File: config.mk
export PLATFORM = sky130hd
export DESIGN_NAME = mem_ctrl
export DESIGN_NICKNAME = d
export VERILOG_FILES = /design/src/rtl/mem_ctrl.sv
export SDC_FILE = /design/constraint.sdc
export NUM_CORES = 1
export LEC_CHECK = 0
export CORE_UTILIZATION = 45
export DETAILED_ROUTE_END_ITERATION = 8
export DONT_BUFFER_PORTS = 1
export MAX_ROUTING_LAYER = met4
export SYNTH_ARGS = -nofsm -noshare
export SYNTH_HDL_FRONTEND = slang
export SYNTH_SLANG_ARGS = --single-unit
File: constraint.sdc
create_clock -name clk -period 11.95 [get_ports clk]
set_clock_uncertainty 0.1 [all_clocks]
set_input_delay 1.195 -clock clk [delete_from_list [all_inputs] [get_ports clk]]
set_output_delay 1.195 -clock clk [all_outputs]
set_load 0.005 [all_outputs]
File: src/rtl/mem_ctrl.sv
// Byte-serial memory controller shared by instruction fetch and load/store.
// It arbitrates the two requesters and sequences 1/2/4-byte accesses over an 8-bit RAM/IO bus.
module mem_ctrl #(
  parameter logic [1:0] IO_ADDR_HI = 2'b11
) (
  input  logic        clk,
  input  logic        rst,
  input  logic        rdy,
  input  logic        flush_i,
  input  logic        if_req_i,
  input  logic [31:0] if_addr_i,
  output logic        if_done_o,
  output logic [31:0] if_data_o,
  input  logic        ls_req_i,
  input  logic        ls_wr_i,
  input  logic [1:0]  ls_size_i,
  input  logic [31:0] ls_addr_i,
  input  logic [31:0] ls_wdata_i,
  output logic        ls_done_o,
  output logic [31:0] ls_rdata_o,
  input  logic [7:0]  mem_din_i,
  output logic [7:0]  mem_dout_o,
  output logic [31:0] mem_a_o,
  output logic        mem_wr_o,
  input  logic        io_buffer_full_i
);

  typedef enum logic [1:0] {IDLE, IF_RD, LS_RD, LS_WR} state_t;

  state_t      state;
  logic [1:0]  cnt;
  logic [1:0]  last;
  logic [31:0] a_q;
  logic [31:0] wdata_q;
  logic [31:0] rbuf_q;
  logic [31:0] if_data_q;
  logic [31:0] ls_rdata_q;
  logic [7:0]  dout_q;
  logic        wr_q;
  logic        io_q;
  logic        if_done_q;
  logic        ls_done_q;

  logic [1:0]  cnt_nxt;
  logic [31:0] assembled;
  logic        stall;
  logic        accept_ok;
  logic        ls_io;

  // Index of the final byte for a load/store size; size 3 behaves as a word.
  function automatic logic [1:0] last_idx(input logic [1:0] size);
    case (size)
      2'd0:    return 2'd0;
      2'd1:    return 2'd1;
      default: return 2'd3;
    endcase
  endfunction

  assign cnt_nxt   = cnt + 2'd1;
  assign assembled = rbuf_q | ({24'd0, mem_din_i} << {cnt, 3'b000});
  assign stall     = io_q & io_buffer_full_i;
  assign accept_ok = ~if_done_q & ~ls_done_q;
  assign ls_io     = (ls_addr_i[17:16] == IO_ADDR_HI);

  assign if_done_o  = if_done_q;
  assign if_data_o  = if_data_q;
  assign ls_done_o  = ls_done_q;
  assign ls_rdata_o = ls_rdata_q;
  assign mem_a_o    = a_q;
  assign mem_dout_o = dout_q;
  // A frozen cycle must not strobe the bus, or an IO byte would be emitted twice.
  assign mem_wr_o   = wr_q & rdy;

  // NOTE: every register here is sequential state, so only non-blocking (<=) assignments are used;
  // blocking ones would make the result depend on statement order and mismatch synthesis.
  always_ff @(posedge clk or posedge rst) begin
    if (rst) begin
      state      <= IDLE;
      cnt        <= 2'd0;
      last       <= 2'd0;
      a_q        <= 32'd0;
      wdata_q    <= 32'd0;
      rbuf_q     <= 32'd0;
      if_data_q  <= 32'd0;
      ls_rdata_q <= 32'd0;
      dout_q     <= 8'd0;
      wr_q       <= 1'b0;
      io_q       <= 1'b0;
      if_done_q  <= 1'b0;
      ls_done_q  <= 1'b0;
    end else if (rdy) begin
      if_done_q <= 1'b0;
      ls_done_q <= 1'b0;
      case (state)
        IDLE: begin
          if (accept_ok && ls_req_i) begin
            a_q    <= ls_addr_i;
            cnt    <= 2'd0;
            last   <= last_idx(ls_size_i);
            rbuf_q <= 32'd0;
            if (ls_wr_i) begin
              state   <= LS_WR;
              wdata_q <= ls_wdata_i;
              dout_q  <= ls_wdata_i[7:0];
              io_q    <= ls_io;
              wr_q    <= ~(ls_io & io_buffer_full_i);
            end else begin
              state <= LS_RD;
            end
          end else if (accept_ok && if_req_i && !flush_i) begin
            state  <= IF_RD;
            a_q    <= if_addr_i;
            cnt    <= 2'd0;
            last   <= 2'd3;
            rbuf_q <= 32'd0;
          end
        end

        IF_RD, LS_RD: begin
          if (state == IF_RD && flush_i) begin
            state <= IDLE;
          end else if (cnt == last) begin
            state <= IDLE;
            if (state == IF_RD) begin
              if_data_q <= assembled;
              if_done_q <= 1'b1;
            end else begin
              ls_rdata_q <= assembled;
              ls_done_q  <= 1'b1;
            end
          end else begin
            // The byte addressed last cycle is on mem_din_i now; the next address goes out.
            rbuf_q <= assembled;
            cnt    <= cnt_nxt;
            a_q    <= a_q + 32'd1;
          end
        end

        LS_WR: begin
          if (!wr_q) begin
            // Stalled on a full IO buffer: address and byte are held until it drains.
            if (!stall) wr_q <= 1'b1;
          end else if (cnt == last) begin
            wr_q      <= 1'b0;
            ls_done_q <= 1'b1;
            state     <= IDLE;
          end else begin
            cnt    <= cnt_nxt;
            a_q    <= a_q + 32'd1;
            dout_q <= wdata_q[{cnt_nxt, 3'b000} +: 8];
            wr_q   <= ~stall;
          end
        end

        default: state <= IDLE;
      endcase
    end
  end

endmodule
After elaboration in Yosys (flattened, before gate mapping) --
Index checks and enable logic that the tools add are counted.
Word-level totals: register bits after elaboration 178, output and inout bits 107
Cells by class: bitwise gates (word level) 11, mux-type cells 48, shift-type cells 2, $add $sub $neg 2, eq/ne operators 13, reductions and logical operators 20
Operators with widths (count):
- 2-to-1 mux 32 bit | 9
- case mux 32 bit (3 select lines) | 1
- case mux 32 bit (2 select lines) | 1
- adder 32 x 1 -> 32 bit (second input constant) | 1
- 2-to-1 mux 8 bit | 4
- OR 32 bit | 1
- indexed part select 32 x 6 -> 8 bit | 1
- << shifter 8 x 5 -> 32 bit | 1
- 2-to-1 mux 2 bit | 12
- case mux 8 bit (2 select lines) | 1
- 2-to-1 mux 1 bit | 15
- AND reduction 5 bit | 3
- != test 2 bit (second input constant) | 6
- case mux 2 bit (3 select lines) | 2
- AND reduction 4 bit | 3
- equality test 2 bit (second input constant) | 3
- inverter 1 bit | 6
- AND reduction 3 bit | 2
- AND reduction 6 bit | 1
- nonzero test 2 bit | 3
- bitwise AND 1 bit | 4
- equality test 2 x 1 -> 1 bit (second input constant) | 2
- logical AND 1 bit | 4
- logical NOT 2 bit | 2
- other kinds (7) | 8

Logic depth before layout (Yosys ltp) --
Gate-level depths: netlist of run 1.
word-level depth 7, depth in mapped cells 9, mapped depth without buffers 7

Worst setup path after synthesis of run 1 --
Ideal clock, no wire load.
path type input-to-output, start in rdy, end out mem_wr_o, data arrival time 2.127 ns, data required time 10.655 ns, stages on the path 4, setup slack 8.528 ns, cells stage by stage clkbuf_1 > clkbuf_1 > clkbuf_1 > and2_1
Between the ends: cells in the longest elaborated chain, start to end 1
RTL lines:
- start: declaration | line 8 | input logic rdy,
- bitwise AND 1 bit | line 72 | assign mem_wr_o = wr_q & rdy;
- end: declaration | line 24 | output logic mem_wr_o,
Every way passes these cells.

Worst setup path after layout of run 1 --
start reg state[1], end reg rbuf_q[5]
Between the ends: cells in the longest elaborated chain, start to end 4, elaborated cells on any way between the ends 11, those cells by class eq/ne: 5; mux: 1; reduce/logical: 5
RTL lines:
- start: declaration | line 30 | state_t state;
- start signal: assignment | line 78 | state <= IDLE;
- start signal: assignment | line 102 | state <= LS_WR;
- start signal: assignment | line 108 | state <= LS_RD;
- equality test 2 x 1 -> 1 bit / equality test 2 bit (equally long branches) | line 94, 120
- OR reduction 2 bit / logical AND 1 bit (equally long branches) | line 94, 120
- != test 2 bit (no line) / nonzero test 2 bit (equally long branches)
- AND reduction 5 bit (no line)
- end signal: assignment | line 133 | rbuf_q <= assembled;
- end: declaration | line 35 | logic [31:0] rbuf_q;
Parallel ways exist; a longest one is shown, timed or not. A chain may end at the register's enable or synchronous reset.

==> impl_metrics.env, run 1 <==
export IMPL_status="finished, violations left"
export IMPL_violations="design-rule violations"
export IMPL_start_kind="flip-flop"
export IMPL_crit_path_top_delay_cell="nand2b_1"
export IMPL_grt_pass1_wl_microns=34800
export IMPL_num_antenna_cells=0
export IMPL_wire_per_inst_microns=20.7
export IMPL_max_cap_viol_count=0
export IMPL_critPathKind="reg2reg"
export IMPL_p_per_area_nw_per_um2=275
export IMPL_slew_limit_headroom_pct=12.6
export IMPL_die_w_microns=139
export IMPL_yosysSeqAreaShare_pct=52.5
export IMPL_dieHeight_microns=139
export IMPL_ys_seq_elements=178
export IMPL_final_common_cell="dfrtp_1"
export IMPL_ys_flop_type="dfrtp_1"
export IMPL_tightest_slew_ps=1310
export IMPL_power_mw=2.52
export IMPL_first_global_vias=6376
export IMPL_critPathMaxFanout=79
export IMPL_hpwl_microns=14800
export IMPL_io_buffers=0
export IMPL_die_area_sq_um=19400
export IMPL_leakage_nw=3.85
export IMPL_final_util_pct=50.2
export IMPL_synthCells=841
export IMPL_nFillCells=1638
export IMPL_ir_drop_uv=186
export IMPL_grt_start_max_net_pins=105
export IMPL_grt_usage_pct=23.5
export IMPL_clock_path_buffers=2
export IMPL_setup_tns_final_ps=0
export IMPL_critPathRequiredTime_ps=12150
export IMPL_ys_warn_count=0
export IMPL_drtIter0Drc=522
export IMPL_reg2reg_slack_ps=8460
export IMPL_cts_tree="built"
export IMPL_synth_cell_types=61
export IMPL_slew_viol_final=0
export IMPL_period_minus_slack_ps=3490
export IMPL_clock_latency_ps=420
export IMPL_drc=9
export IMPL_ctsHoldBuffers=0
export IMPL_cts_buffers=17
export IMPL_totalWireLength_microns=21600
export IMPL_hold_viol_final=0
export IMPL_rsz0062_at_grt="false"
export IMPL_synth_nets=960
export IMPL_syn2layout_area_growth_pct=7.90
export IMPL_drive_above_1_share_pct=11.5
export IMPL_final_cell_mix="dfrtp_1, nand2_1, o21ai_0"
export IMPL_setup_violations=0
export IMPL_root_buffer="clkbuf_16"
export IMPL_crit_path_end_kind="flip-flop"
export IMPL_layout_nets=918
export IMPL_async_flop_share_pct=100
export IMPL_critical_path_top_delay_family="compound AO/OA/AOI/OAI gates"
export IMPL_clock_fmax_mhz=286
export IMPL_ant_nets=0
export IMPL_first_pass_iters=8
export IMPL_htree_levels=4
export IMPL_synth_edf_count=0
export IMPL_cts_sink_count=178
export IMPL_syn_avg_cell_area_sq_um=10.1
export IMPL_core_area_sq_um=18200
export IMPL_period_share_pct=29.2
export IMPL_syn_area_sq_um=8480
export IMPL_rows=49
export IMPL_place_congestion=0.857
export IMPL_cp_arrival_ps=3700
export IMPL_clk_pin_slew_ps=70
export IMPL_critPathMaxStageDelay_ps=900
export IMPL_antenna_found_initial=0
export IMPL_start_util_pct=46.6
export IMPL_dp_slack_ps=8450
export IMPL_hold_class="reg2reg"
export IMPL_io_pins=221
export IMPL_post_cts_resized=0
export IMPL_via_per_inst=6.16
export IMPL_path_buf_inv=2
export IMPL_cp_cell_sequence="inv_1 -> ha_2 -> buf_4 -> o2111ai_1 -> nand2b_1 -> a32o_1"
export IMPL_vias=6410
export IMPL_overflow=0
export IMPL_post_cts_buffers=0
export IMPL_worst_slack_ps=8460
[per-stage QoR]
| step | cells | hold slack [ps] | area [sq um] |
|---|---|---|---|
| after floorplan | 841 | 353 | 8480 |
| after global placement | 1009 | 362 | 8560 |
| after detailed placement | 1009 | 377 | 8560 |
| after CTS | 1041 | 396 | 9150 |
| after global routing | 1041 | 404 | 9150 |
| final | 1041 | 391 | 9150 |
[where the power goes]
part | internal (mW) | switching (mW)
logic | 0.357 | 0.475
clock network | 0.308 | 0.242
registers | 0.873 | 0.261
[area by class of cell]
class	instances	area, sq um	area share [%]
inverter	12	50.0	0.547
sequential	178	4450	48.7
multi-input combinational	584	3730	40.7
tap	229	287	3.13
clock inverter	12	118	1.29
timing repair buffer	6	45.0	0.492
clock buffer	20	467	5.10
[synth_stat cells, types with 11 or more instances]
cell	instances	share of area, %
dfrtp_1	178	53
nor2_1	39	1.7
a21oi_1	68	4.0
o21ai_0	98	5.8
buf_1	17	0.75
inv_1	11	0.49
a32o_1	33	3.9
mux2_2	30	4.0
nand3_1	25	1.5
nand2_1	129	5.7
and3_1	14	1.0
mux2i_1	17	2.0
clkbuf_1	40	1.8
[logic make-up (layout without fill, tap and decap cells)]
logic type      Yosys count  after routing  synth area share [%]
compound gates          262            262                  19.8
xor+xnor                  2              2                 0.384
fa+ha+maj                 5              5                 0.738
mux                      57             57                  8.38
simple gates            258            258                  14.4
buf+inv                  79             50                  3.68
flops                   178            178                  52.5
[flip-flops by register name, summed over array words and instances, names as in the netlist]
signal	cells
if_done_o	1
mem_dout_o	8
wr_q	1
ls_done_o	1
io_q	1
mem_a_o	32
state	2
last	2
rbuf_q	32
cnt	2
ls_rdata_o	32
wdata_q	32
if_data_o	32
[path summary, 6_finish.rpt]
kind                                             start                        end  cells after the start
min in group asynchronous                          rst  if_data_o[25]$_DFFE_PP0P_                      1
worst min-delay path            wdata_q[3]$_DFFE_PP0P_     wdata_q[3]$_DFFE_PP0P_                      1
worst max register to register    state[1]$_DFFE_PP0P_      rbuf_q[5]$_DFFE_PP0P_                      6
max in group asynchronous                          rst     wdata_q[0]$_DFFE_PP0P_                      2
worst max-delay path              state[1]$_DFFE_PP0P_      rbuf_q[5]$_DFFE_PP0P_                      6
worst min register to register  wdata_q[3]$_DFFE_PP0P_     wdata_q[3]$_DFFE_PP0P_                      1
[metal layers]
metal	track usage, %	vias up	share of wire (%)
met4	8.25	0	1.9
met3	7.23	39	7.7
li1	-	2972	-
met5	-	-	0
met2	36.9	271	49
met1	28.8	3128	42
[worst reg2reg max path, cell delays in order (launching register included)]
cell and delay [ps]:
dfrtp_1 420, inv_1 120, ha_2 170, buf_4 580, o2111ai_1 560, nand2b_1 900
a32o_1 510
Power figures use the tool's default switching activity.
==> run 2: changes to the inputs <==
clock period = 2.9 ns   (was 11.95 ns; I/O delays follow)
==> run 2 against run 1 <==
The run still ends with design-rule violations left. Maximum frequency is 34% higher. Global-route usage is 1.4 points higher. Clock-buffer cell count stayed put. Core utilization is 3.0 points higher. Critical path depth is 2 higher. Clock power grew to 3.8 times the previous value. Die area stayed put. Sequential power grew to 4.1 times the previous value. Combinational power grew to 4.4 times the previous value. Largest power group unchanged.
==> impl_metrics.env, run 2 (same netlist as run 1, synthesis figures left out) <==
export IMPL_drive_above_1_share_pct=12.0
export IMPL_clk_pin_slew_ps=70
export IMPL_via_per_inst=6.13
export IMPL_power_mw=10.4
export IMPL_drc=11
export IMPL_core_area_sq_um=18200
export IMPL_critPathLaunch="state[1]$_DFFE_PP0P_"
export IMPL_start_util_pct=46.6
export IMPL_nFillCells=1612
export IMPL_status="finished, violations left"
export IMPL_die_area_sq_um=19400
export IMPL_antenna_found_initial=1
export IMPL_vias=6740
export IMPL_die_w_microns=139
export IMPL_rsz0062_at_grt="false"
export IMPL_ctsHoldBuffers=47
export IMPL_period_minus_slack_ps=2620
export IMPL_rr_startpoint="state[1]$_DFFE_PP0P_"
export IMPL_cts_tree="built"
export IMPL_grt_usage_pct=24.9
export IMPL_htree_levels=4
export IMPL_cp_cell_sequence="inv_1 -> ha_2 -> clkinv_1 -> nor3_4 -> buf_4 -> nand3_1 -> dlygate4sd3_1 -> o21ai_0"
export IMPL_final_common_cell="dfrtp_1"
export IMPL_io_buffers=0
export IMPL_place_congestion=0.837
export IMPL_io_pins=221
export IMPL_dieHeight_microns=139
export IMPL_setup_violations=0
export IMPL_dpl_cell_area_sq_um=8670
export IMPL_setup_tns_final_ps=0
export IMPL_whs_ps=10.1
export IMPL_post_cts_buffers=0
export IMPL_first_pass_iters=9
export IMPL_slew_viol_final=0
export IMPL_post_cts_resized=0
export IMPL_min_delay_start="mem_din_i[2]"
export IMPL_root_buffer="clkbuf_16"
export IMPL_cp_arrival_ps=2850
export IMPL_wire_per_inst_microns=20.8
export IMPL_clock_path_buffers=2
export IMPL_start_kind="flip-flop"
export IMPL_cts_buffers=17
export IMPL_grt_start_max_net_pins=179
export IMPL_period_share_pct=90.2
export IMPL_critPathMaxFanout=34
export IMPL_first_global_vias=6774
export IMPL_ant_nets=0
export IMPL_hold_class="in2reg"
export IMPL_slew_limit_headroom_pct=37.3
export IMPL_max_cap_viol_count=0
export IMPL_critPathMaxStageDelay_ps=570
export IMPL_violations="design-rule violations"
export IMPL_tightest_slew_ps=941
export IMPL_critical_path_top_delay_family="buffers and inverters"
export IMPL_critPathRequiredTime_ps=3140
export IMPL_syn2layout_area_growth_pct=14.3
export IMPL_totalWireLength_microns=22800
export IMPL_cts_sink_count=178
export IMPL_layout_nets=978
export IMPL_rows=49
export IMPL_path_buf_inv=4
export IMPL_final_cell_mix="dfrtp_1, nand2_1, o21ai_0"
export IMPL_critPathKind="reg2reg"
export IMPL_ir_drop_uv=645
export IMPL_grt_pass1_wl_microns=36700
export IMPL_clock_latency_ps=420
export IMPL_hold_viol_final=0
export IMPL_hpwl_microns=15000
export IMPL_p_per_area_nw_per_um2=1070
export IMPL_overflow=0
export IMPL_drtIter0Drc=479
export IMPL_crit_path_top_delay_cell="dlygate4sd3_1"
export IMPL_final_design_area_no_fill_sq_um=9690
export IMPL_clock_fmax_mhz=382
export IMPL_crit_path_end_kind="flip-flop"
export IMPL_leakage_nw=4.08
[run 2: cell count changes in the layout (fill, tap and decap cells not counted), sizes merged]
| cell | delta |
|---|---|
| diode | +1 |
| inv | -2 |
| clkinvlp | +4 |
| buf | +14 |
| bufinv | -1 |
| clkinv | -3 |
| dlygate4sd3 | +46 |
[run 2: area by class of cell]
| cell class | count | area [sq um] | area share (%) |
|---|---|---|---|
| flip-flops and latches | 178 | 4450 | 46.0 |
| multi-input cells | 584 | 3730 | 38.5 |
| clock inverters | 10 | 78.8 | 0.814 |
| repair buffers | 66 | 636 | 6.56 |
| diodes | 1 | 2.50 | 0.0258 |
| clock buffers | 20 | 457 | 4.71 |
| well taps | 229 | 287 | 2.96 |
| inverters | 12 | 48.8 | 0.504 |
[run 2: path summary, 6_finish.rpt]
path                       slack [ps]                          to  depth (start not counted)
max                               280            io_q$_DFFE_PP0P_                          8
min                                10  ls_rdata_o[26]$_DFFE_PP0P_                          2
max reg2reg                       280            io_q$_DFFE_PP0P_                          8
min reg2reg                       390      rbuf_q[25]$_DFFE_PP0P_                          1
max in group asynchronous        1500   mem_dout_o[1]$_DFFE_PP0P_                          3
min in group asynchronous         530   if_data_o[25]$_DFFE_PP0P_                          3
[run 2: report_power, final]
group	internal, mW	leakage (nW)	switching [mW]
Combinational	1.59	1.57	2.10
Sequential	3.60	2.25	1.01
Clock	1.14	0.257	0.963
Total	6.33	4.08	4.07
[run 2: stage by stage]
stage          utilization [%]  setup slack (ps)  std cells
2_1_floorplan                -               229        841
3_3_place_gp              47.6               445       1022
3_5_place_dp              47.6               456       1022
4_1_cts                   53.2               323       1099
5_1_grt                   53.2               104       1100
6_report                  53.2               285       1100
[run 2: per-layer routing]
| layer | vias to the layer above | wire length [microns] | global-route usage [%] |
|---|---|---|---|
| li1 | 3108 | - | - |
| met1 | 3346 | 9360 | 29.2 |
| met2 | 258 | 11500 | 41.2 |
| met3 | 28 | 1500 | 6.13 |
| met4 | 0 | 511 | 9.77 |
| met5 | - | 0 | - |
